File: src/rtl/synapse_scheduler_if.sv
`default_nettype none
// ---------------------------------------------------------------------------
// synapse_scheduler_if : tick/mask request and slot-sequencing bus. Rev 1.0
// ---------------------------------------------------------------------------
interface synapse_scheduler_if #(
  parameter int N_SLOTS = 128,
  parameter int IDX_W   = 7
);
  logic               tick;
  logic [N_SLOTS-1:0] pre_mask;
  logic [N_SLOTS-1:0] post_mask;
  logic [IDX_W-1:0]   slot_index;
  logic               rd_en;
  logic               wr_en;
  logic               init;
  logic               spike_out;
  logic               post_spike_out;
  logic               last_slot;
  logic               busy;
  logic               done;
  logic [31:0]        pass_count;
  logic [7:0]         overrun_cnt;

  modport master (
    output tick, pre_mask, post_mask,
    input  slot_index, rd_en, wr_en, init, spike_out, post_spike_out,
           last_slot, busy, done, pass_count, overrun_cnt
  );

  modport slave (
    input  tick, pre_mask, post_mask,
    output slot_index, rd_en, wr_en, init, spike_out, post_spike_out,
           last_slot, busy, done, pass_count, overrun_cnt
  );
endinterface
`default_nettype wire

File: src/rtl/synapse_scheduler.sv
`default_nettype none
// ---------------------------------------------------------------------------
// synapse_scheduler : sequences INIT sweep and READ/WRITE passes over slots.
// Rev 1.0
// ---------------------------------------------------------------------------
module synapse_scheduler #(
  parameter int N_SLOTS = 128,
  parameter int IDX_W   = 7
) (
  input  wire logic           clk,
  input  wire logic           reset,
  synapse_scheduler_if.slave  bus
);

  localparam logic [2:0] S_INIT  = 3'd0;
  localparam logic [2:0] S_IDLE  = 3'd1;
  localparam logic [2:0] S_READ  = 3'd2;
  localparam logic [2:0] S_WRITE = 3'd3;
  localparam logic [2:0] S_DONE  = 3'd4;

  localparam logic [IDX_W-1:0] c_LAST = IDX_W'(N_SLOTS - 1);

  logic [2:0]         r_state;
  logic [IDX_W-1:0]   r_slot;
  logic [N_SLOTS-1:0] r_pre;
  logic [N_SLOTS-1:0] r_post;
  logic               r_rd;
  logic               r_wr;
  logic               r_init;
  logic               r_spike;
  logic               r_post_spike;
  logic               r_last;
  logic               r_busy;
  logic               r_done;
  logic [31:0]        r_pass;
  logic [7:0]         r_ovr;

  logic [IDX_W-1:0]   w_slot_inc;
  logic               w_reject;

  assign w_slot_inc = r_slot + IDX_W'(1);
  assign w_reject   = bus.tick && (r_state != S_IDLE);

  always_ff @(posedge clk) begin
    if (reset) begin
      r_state      <= S_INIT;
      r_slot       <= '0;
      r_pre        <= '0;
      r_post       <= '0;
      r_rd         <= 1'b0;
      r_wr         <= 1'b0;
      r_init       <= 1'b0;
      r_spike      <= 1'b0;
      r_post_spike <= 1'b0;
      r_last       <= 1'b0;
      r_busy       <= 1'b1;
      r_done       <= 1'b0;
      r_pass       <= '0;
      r_ovr        <= '0;
    end else begin
      r_done <= 1'b0;
      if (w_reject && (r_ovr != 8'hFF)) begin
        r_ovr <= r_ovr + 8'd1;
      end
      case (r_state)
        S_INIT: begin
          // init=0 inside INIT only happens on the first cycle out of reset:
          // present slot 0 before starting to advance.
          if (!r_init) begin
            r_init <= 1'b1;
            r_wr   <= 1'b1;
            r_last <= (r_slot == c_LAST);
          end else if (r_slot == c_LAST) begin
            r_state <= S_IDLE;
            r_slot  <= '0;
            r_init  <= 1'b0;
            r_wr    <= 1'b0;
            r_last  <= 1'b0;
            r_busy  <= 1'b0;
          end else begin
            r_slot <= w_slot_inc;
            r_last <= (w_slot_inc == c_LAST);
          end
        end
        S_IDLE: begin
          if (bus.tick) begin
            r_pre        <= bus.pre_mask;
            r_post       <= bus.post_mask;
            r_state      <= S_READ;
            r_rd         <= 1'b1;
            r_busy       <= 1'b1;
            r_spike      <= bus.pre_mask[0];
            r_post_spike <= bus.post_mask[0];
            r_last       <= (r_slot == c_LAST);
          end
        end
        S_READ: begin
          r_state <= S_WRITE;
          r_rd    <= 1'b0;
          r_wr    <= 1'b1;
        end
        S_WRITE: begin
          if (r_slot != c_LAST) begin
            r_state      <= S_READ;
            r_slot       <= w_slot_inc;
            r_rd         <= 1'b1;
            r_wr         <= 1'b0;
            r_spike      <= r_pre[w_slot_inc];
            r_post_spike <= r_post[w_slot_inc];
            r_last       <= (w_slot_inc == c_LAST);
          end else begin
            r_state      <= S_DONE;
            r_slot       <= '0;
            r_wr         <= 1'b0;
            r_spike      <= 1'b0;
            r_post_spike <= 1'b0;
            r_last       <= 1'b0;
            r_done       <= 1'b1;
            r_pass       <= r_pass + 32'd1;
          end
        end
        S_DONE: begin
          r_state <= S_IDLE;
          r_busy  <= 1'b0;
        end
        default: begin
          r_state      <= S_INIT;
          r_slot       <= '0;
          r_rd         <= 1'b0;
          r_wr         <= 1'b0;
          r_init       <= 1'b0;
          r_spike      <= 1'b0;
          r_post_spike <= 1'b0;
          r_last       <= 1'b0;
          r_busy       <= 1'b1;
        end
      endcase
    end
  end

  assign bus.slot_index     = r_slot;
  assign bus.rd_en          = r_rd;
  assign bus.wr_en          = r_wr;
  assign bus.init           = r_init;
  assign bus.spike_out      = r_spike;
  assign bus.post_spike_out = r_post_spike;
  assign bus.last_slot      = r_last;
  assign bus.busy           = r_busy;
  assign bus.done           = r_done;
  assign bus.pass_count     = r_pass;
  assign bus.overrun_cnt    = r_ovr;

endmodule
`default_nettype wire

File: src/flat_wrapper.sv
// flat-port wrapper written by rule: the top's interface ports become plain ports
module synapse_scheduler_flat 
#(
  parameter int N_SLOTS = 128,
  parameter int IDX_W   = 7
)
  (clk, reset, bus_tick, bus_pre_mask, bus_post_mask, bus_slot_index, bus_rd_en, bus_wr_en, bus_init, bus_spike_out, bus_post_spike_out, bus_last_slot, bus_busy, bus_done, bus_pass_count, bus_overrun_cnt);
  synapse_scheduler_if #(.N_SLOTS(N_SLOTS), .IDX_W(IDX_W)) bus_i ();
  input  wire logic clk;
  input  wire logic reset;
  input wire logic [$bits(bus_i.tick)-1:0] bus_tick;
  input wire logic [$bits(bus_i.pre_mask)-1:0] bus_pre_mask;
  input wire logic [$bits(bus_i.post_mask)-1:0] bus_post_mask;
  output wire logic [$bits(bus_i.slot_index)-1:0] bus_slot_index;
  output wire logic [$bits(bus_i.rd_en)-1:0] bus_rd_en;
  output wire logic [$bits(bus_i.wr_en)-1:0] bus_wr_en;
  output wire logic [$bits(bus_i.init)-1:0] bus_init;
  output wire logic [$bits(bus_i.spike_out)-1:0] bus_spike_out;
  output wire logic [$bits(bus_i.post_spike_out)-1:0] bus_post_spike_out;
  output wire logic [$bits(bus_i.last_slot)-1:0] bus_last_slot;
  output wire logic [$bits(bus_i.busy)-1:0] bus_busy;
  output wire logic [$bits(bus_i.done)-1:0] bus_done;
  output wire logic [$bits(bus_i.pass_count)-1:0] bus_pass_count;
  output wire logic [$bits(bus_i.overrun_cnt)-1:0] bus_overrun_cnt;
  assign bus_i.tick = bus_tick;
  assign bus_i.pre_mask = bus_pre_mask;
  assign bus_i.post_mask = bus_post_mask;
  assign bus_slot_index = bus_i.slot_index;
  assign bus_rd_en = bus_i.rd_en;
  assign bus_wr_en = bus_i.wr_en;
  assign bus_init = bus_i.init;
  assign bus_spike_out = bus_i.spike_out;
  assign bus_post_spike_out = bus_i.post_spike_out;
  assign bus_last_slot = bus_i.last_slot;
  assign bus_busy = bus_i.busy;
  assign bus_done = bus_i.done;
  assign bus_pass_count = bus_i.pass_count;
  assign bus_overrun_cnt = bus_i.overrun_cnt;
  synapse_scheduler #(.N_SLOTS(N_SLOTS), .IDX_W(IDX_W)) u_core (.clk(clk), .reset(reset), .bus(bus_i));
endmodule
File: config.mk
export PLATFORM = sky130hd
export DESIGN_NAME = synapse_scheduler_flat
export DESIGN_NICKNAME = d
export VERILOG_FILES = /design/src/rtl/synapse_scheduler_if.sv /design/src/rtl/synapse_scheduler.sv /design/src/flat_wrapper.sv
export SDC_FILE = /design/constraint.sdc
export NUM_CORES = 1
export LEC_CHECK = 0
export CORE_MARGIN = 1.5
export CORE_UTILIZATION = 40
export CTS_CLUSTER_SIZE = 24
export DETAILED_ROUTE_END_ITERATION = 16
export DONT_BUFFER_PORTS = 1
export HOLD_SLACK_MARGIN = 0.1
export SLEW_MARGIN = 0
export SYNTH_ARGS = -nofsm -noshare
export SYNTH_HDL_FRONTEND = slang
export SYNTH_SLANG_ARGS = --single-unit
File: constraint.sdc
create_clock -name clk -period 8.9 [get_ports clk]
set_clock_uncertainty 0.1 [all_clocks]
set_input_delay 1.78 -clock clk [delete_from_list [all_inputs] [get_ports clk]]
set_output_delay 1.78 -clock clk [all_outputs]
set_load 0.005 [all_outputs]
==> impl_metrics.tcl <==
set metrics [dict create \
    mappedNetlistNets 1888 \
    multiInputGateArea_um2 6860 \
    hold_start "u_core.r_post[49]" \
    post_drt_via_cell_ratio 5.40 \
    overall_global_routing_usage_pct 21.3 \
    ctsHtreeMaxLevel 2 \
    min_period_ps 4200 \
    combinational_family_with_the_most_area_after_synthesis "simple AND/OR/NAND/NOR gates" \
    worstPathRequired_ps 9180 \
    routed_wirelength_mm 38.1 \
    cts.root.buffer_cell "clkbuf_16" \
    port_buffers 0 \
    drt_pass1_iterations 5 \
    max-vdd-ir-drop_uv 176 \
    worstPathMaxFanout 42 \
    remaining_drc_errors 0 \
    yosys_register_bits 314 \
    grt_start_max_net_pins 313 \
    drt-wirelength-per-cell_um 18.9 \
    worst_slew_margin_rel_pct 22.2 \
    fraction_of_the_cycle_the_final_worst_path_needs_pct 47.2 \
    worst_pin_slew_ps 1160 \
    ios 314 \
    totalNegativeSetupSlack_ps 0 \
    max_clock_freq_mhz 238 \
    cell_variety_after_synth 60 \
    num-nets-final 1810 \
    tritoncts "built" \
    synth-edff-count 0 \
    post_cts_hold_buffer_count 0 \
    setup_viol_count_final 0 \
    synth.top_cells.by_area "dfxtp_1, nand2_1, a21oi_1" \
    mean_instance_size_in_the_synthesized_netlist_um2 8.42 \
    synth_top_area_share_pct 46.0 \
    die_area_um2 35300 \
    run_status "finished clean" \
    synth.largest_area_cell "dfxtp_1" \
    combined_area_of_all_synthesized_cells_um2 13700 \
    maxCapViolCount 0 \
    antenna_found_initial 0 \
    postRouteAntennaNets 0 \
    sequential_cell_area_um2 6290 \
    worstReg2RegStart "u_core.bus.slot_index[0]" \
    power_density_nw_per_um2 197 \
    critPathArrivalTime_ps 4480 \
    rsz_0062_raised_after_global_routing "false" \
    worst-setup-path-type "reg -> reg" \
    post_cts_resize_count 0 \
    cts_inserted_buffers 36 \
    maxSlewViolCount 0 \
    gr-total-overflow 0 \
    yosys_warnings 0 \
    die-height_um 188 \
    placement.setup.worst_slack_ps 4620 \
    synth-xor-area-share_pct 2.74 \
    synth_compound_area_share_pct 13.0 \
    start_util_pct 40.7 \
    post_route_cells_drive_above_1_share_pct 8.59 \
    ys_top_cells_by_count "nand2_1, dfxtp_1, a21oi_1" \
    synth_most_common_cell "nand2_1" \
    antenna_cells 0 \
    grt_pass1_wl_mm 59.5 \
    clk_latency_ps 530 \
    fraction_of_synthesized_area_in_multiplexers_pct 11.9 \
    cts_setup_buffers 0 \
    synth_simple_gate_area_share_pct 21.8 \
    endpoint_kind "flop" \
    num_vias 10900 \
    cts_num_sinks 314 \
    hold_viol 0 \
    min_path_type "reg -> reg" \
    die_w_um 188 \
    place.detailed.hpwl_mm 25.4 \
    area_growth_pct 9.32 \
    dr.first_iter.drc_count 716 \
    number_of_global_route_vias_before_repair 10600 \
    postSynth.topFlopCell "dfxtp_1" \
    p_leak_uw 0.00472 \
    timing.critical_path.from_type "flop" \
    seq_area_frac_synth_pct 46.0 \
    fill_cells 3352 \
    synthesis.instances 1625 \
    setup_slack_ps 4700 \
    postSynth.asyncResetShare_pct 0 \
    coreArea_um2 33600 \
    critPathLaunch "u_core.bus.slot_index[0]" \
    synth_fa_ha_area_share_pct 0.366 \
    path_clk_slew_ps 60 \
    gpl.final_weighted_congestion 0.799 \
    std_cell_rows 67 \
    clockBufferDepth 3 \
]
## final timing paths
path	end	slack, ps	cells after the start
hold reg to reg	u_core.r_post[49]	350	2
setup / recovery	u_core.bus.spike_out	4700	7
setup reg to reg	u_core.bus.spike_out	4700	7
hold / removal	u_core.r_post[49]	350	2
## per-stage QoR
step                hold WS (ps)  area (um^2)  total power, uW  cells  utilization [%]
floorplan                    332        13700             1520   1625                -
finish                       350        15000             2940   2020             44.5
CTS                          347        15000             2980   2020             44.5
detailed placement           340        13800             1520   1957             41.1
global placement             337        13800             1520   1957             41.1
global route                 365        15000             3030   2020             44.5
## registers in the layout, summed over array words and instances, names as in the netlist
register	cells
u_core.r_state	3
u_core.bus.last_slot	1
u_core.bus.busy	1
u_core.bus.done	1
u_core.bus.post_spike_out	1
u_core.bus.pass_count	32
u_core.bus.overrun_cnt	8
u_core.r_post	128
u_core.bus.rd_en	1
u_core.r_pre	128
u_core.bus.init	1
u_core.bus.slot_index	7
u_core.bus.spike_out	1
u_core.bus.wr_en	1
## routing by layer
layer | vias to the layer above | GRT usage [%] | part of all wire, %
li1 | 5353 | - | -
met1 | 5198 | 27.4 | 43
met2 | 302 | 34.1 | 46
met3 | 58 | 7.21 | 8.8
met4 | 0 | 5.85 | 2.2
met5 | - | 0 | 0
## layout by cell type (no fill, tap or decap), types with 4 or more instances in the layout
| cell | Yosys | routed |
|---|---|---|
| a22oi_1 | 5 | 5 |
| buf_4 | 3 | 7 |
| clkbuf_1 | 75 | 11 |
| nor3_1 | 9 | 9 |
| o32ai_1 | 4 | 4 |
| dfxtp_1 | 314 | 313 |
| xor2_1 | 25 | 25 |
| o21ai_0 | 12 | 12 |
| nor2_1 | 58 | 58 |
| mux4_1 | 8 | 8 |
| mux2i_1 | 12 | 12 |
| nand3_1 | 22 | 22 |
| clkbuf_8 | 0 | 4 |
| and3_1 | 10 | 10 |
| a311oi_1 | 4 | 4 |
| xnor2_1 | 16 | 14 |
| nand4_1 | 14 | 14 |
| or3_1 | 6 | 6 |
| nand2_1 | 577 | 576 |
| a21oi_1 | 277 | 277 |
| mux4_2 | 57 | 57 |
| inv_1 | 9 | 9 |
| a32oi_1 | 5 | 5 |
| clkinv_2 | 0 | 6 |
| a31oi_1 | 4 | 4 |
| clkbuf_16 | 0 | 36 |
## cell type report
class	instances	share of cell area, %
timing repair buffer	7	0.351
inverter	10	0.251
multi-input combinational	1178	45.9
clock buffer	51	6.67
clock inverter	12	1.02
sequential	314	42.1
tap	448	3.75
## cells by family (layout without fill, tap and decap cells)
group,Yosys count,in the layout
buffers and inverters,133,80
DFF,314,314
xor gates and xnor gates,42,42
muxes,78,78
adders and majority gates,4,4
AOI/OAI and AO/OA,331,331
and+or+nand+nor,723,723
## critical path, stage by stage (launching register included)
cell       delay, ps
dfxtp_4          920
inv_1            270
ha_4             560
buf_4            580
mux4_2           410
mux4_2           500
a2111oi_1        460
o32ai_1          160
## report_power, final
part	switching, uW	leakage [uW]	internal (uW)
combinational	34.2	0.00163	30.2
sequential	12.3	0.00253	1410
clock	589	0.000563	870
total	636	0.00472	2310
Power figures use the tool's default switching activity.
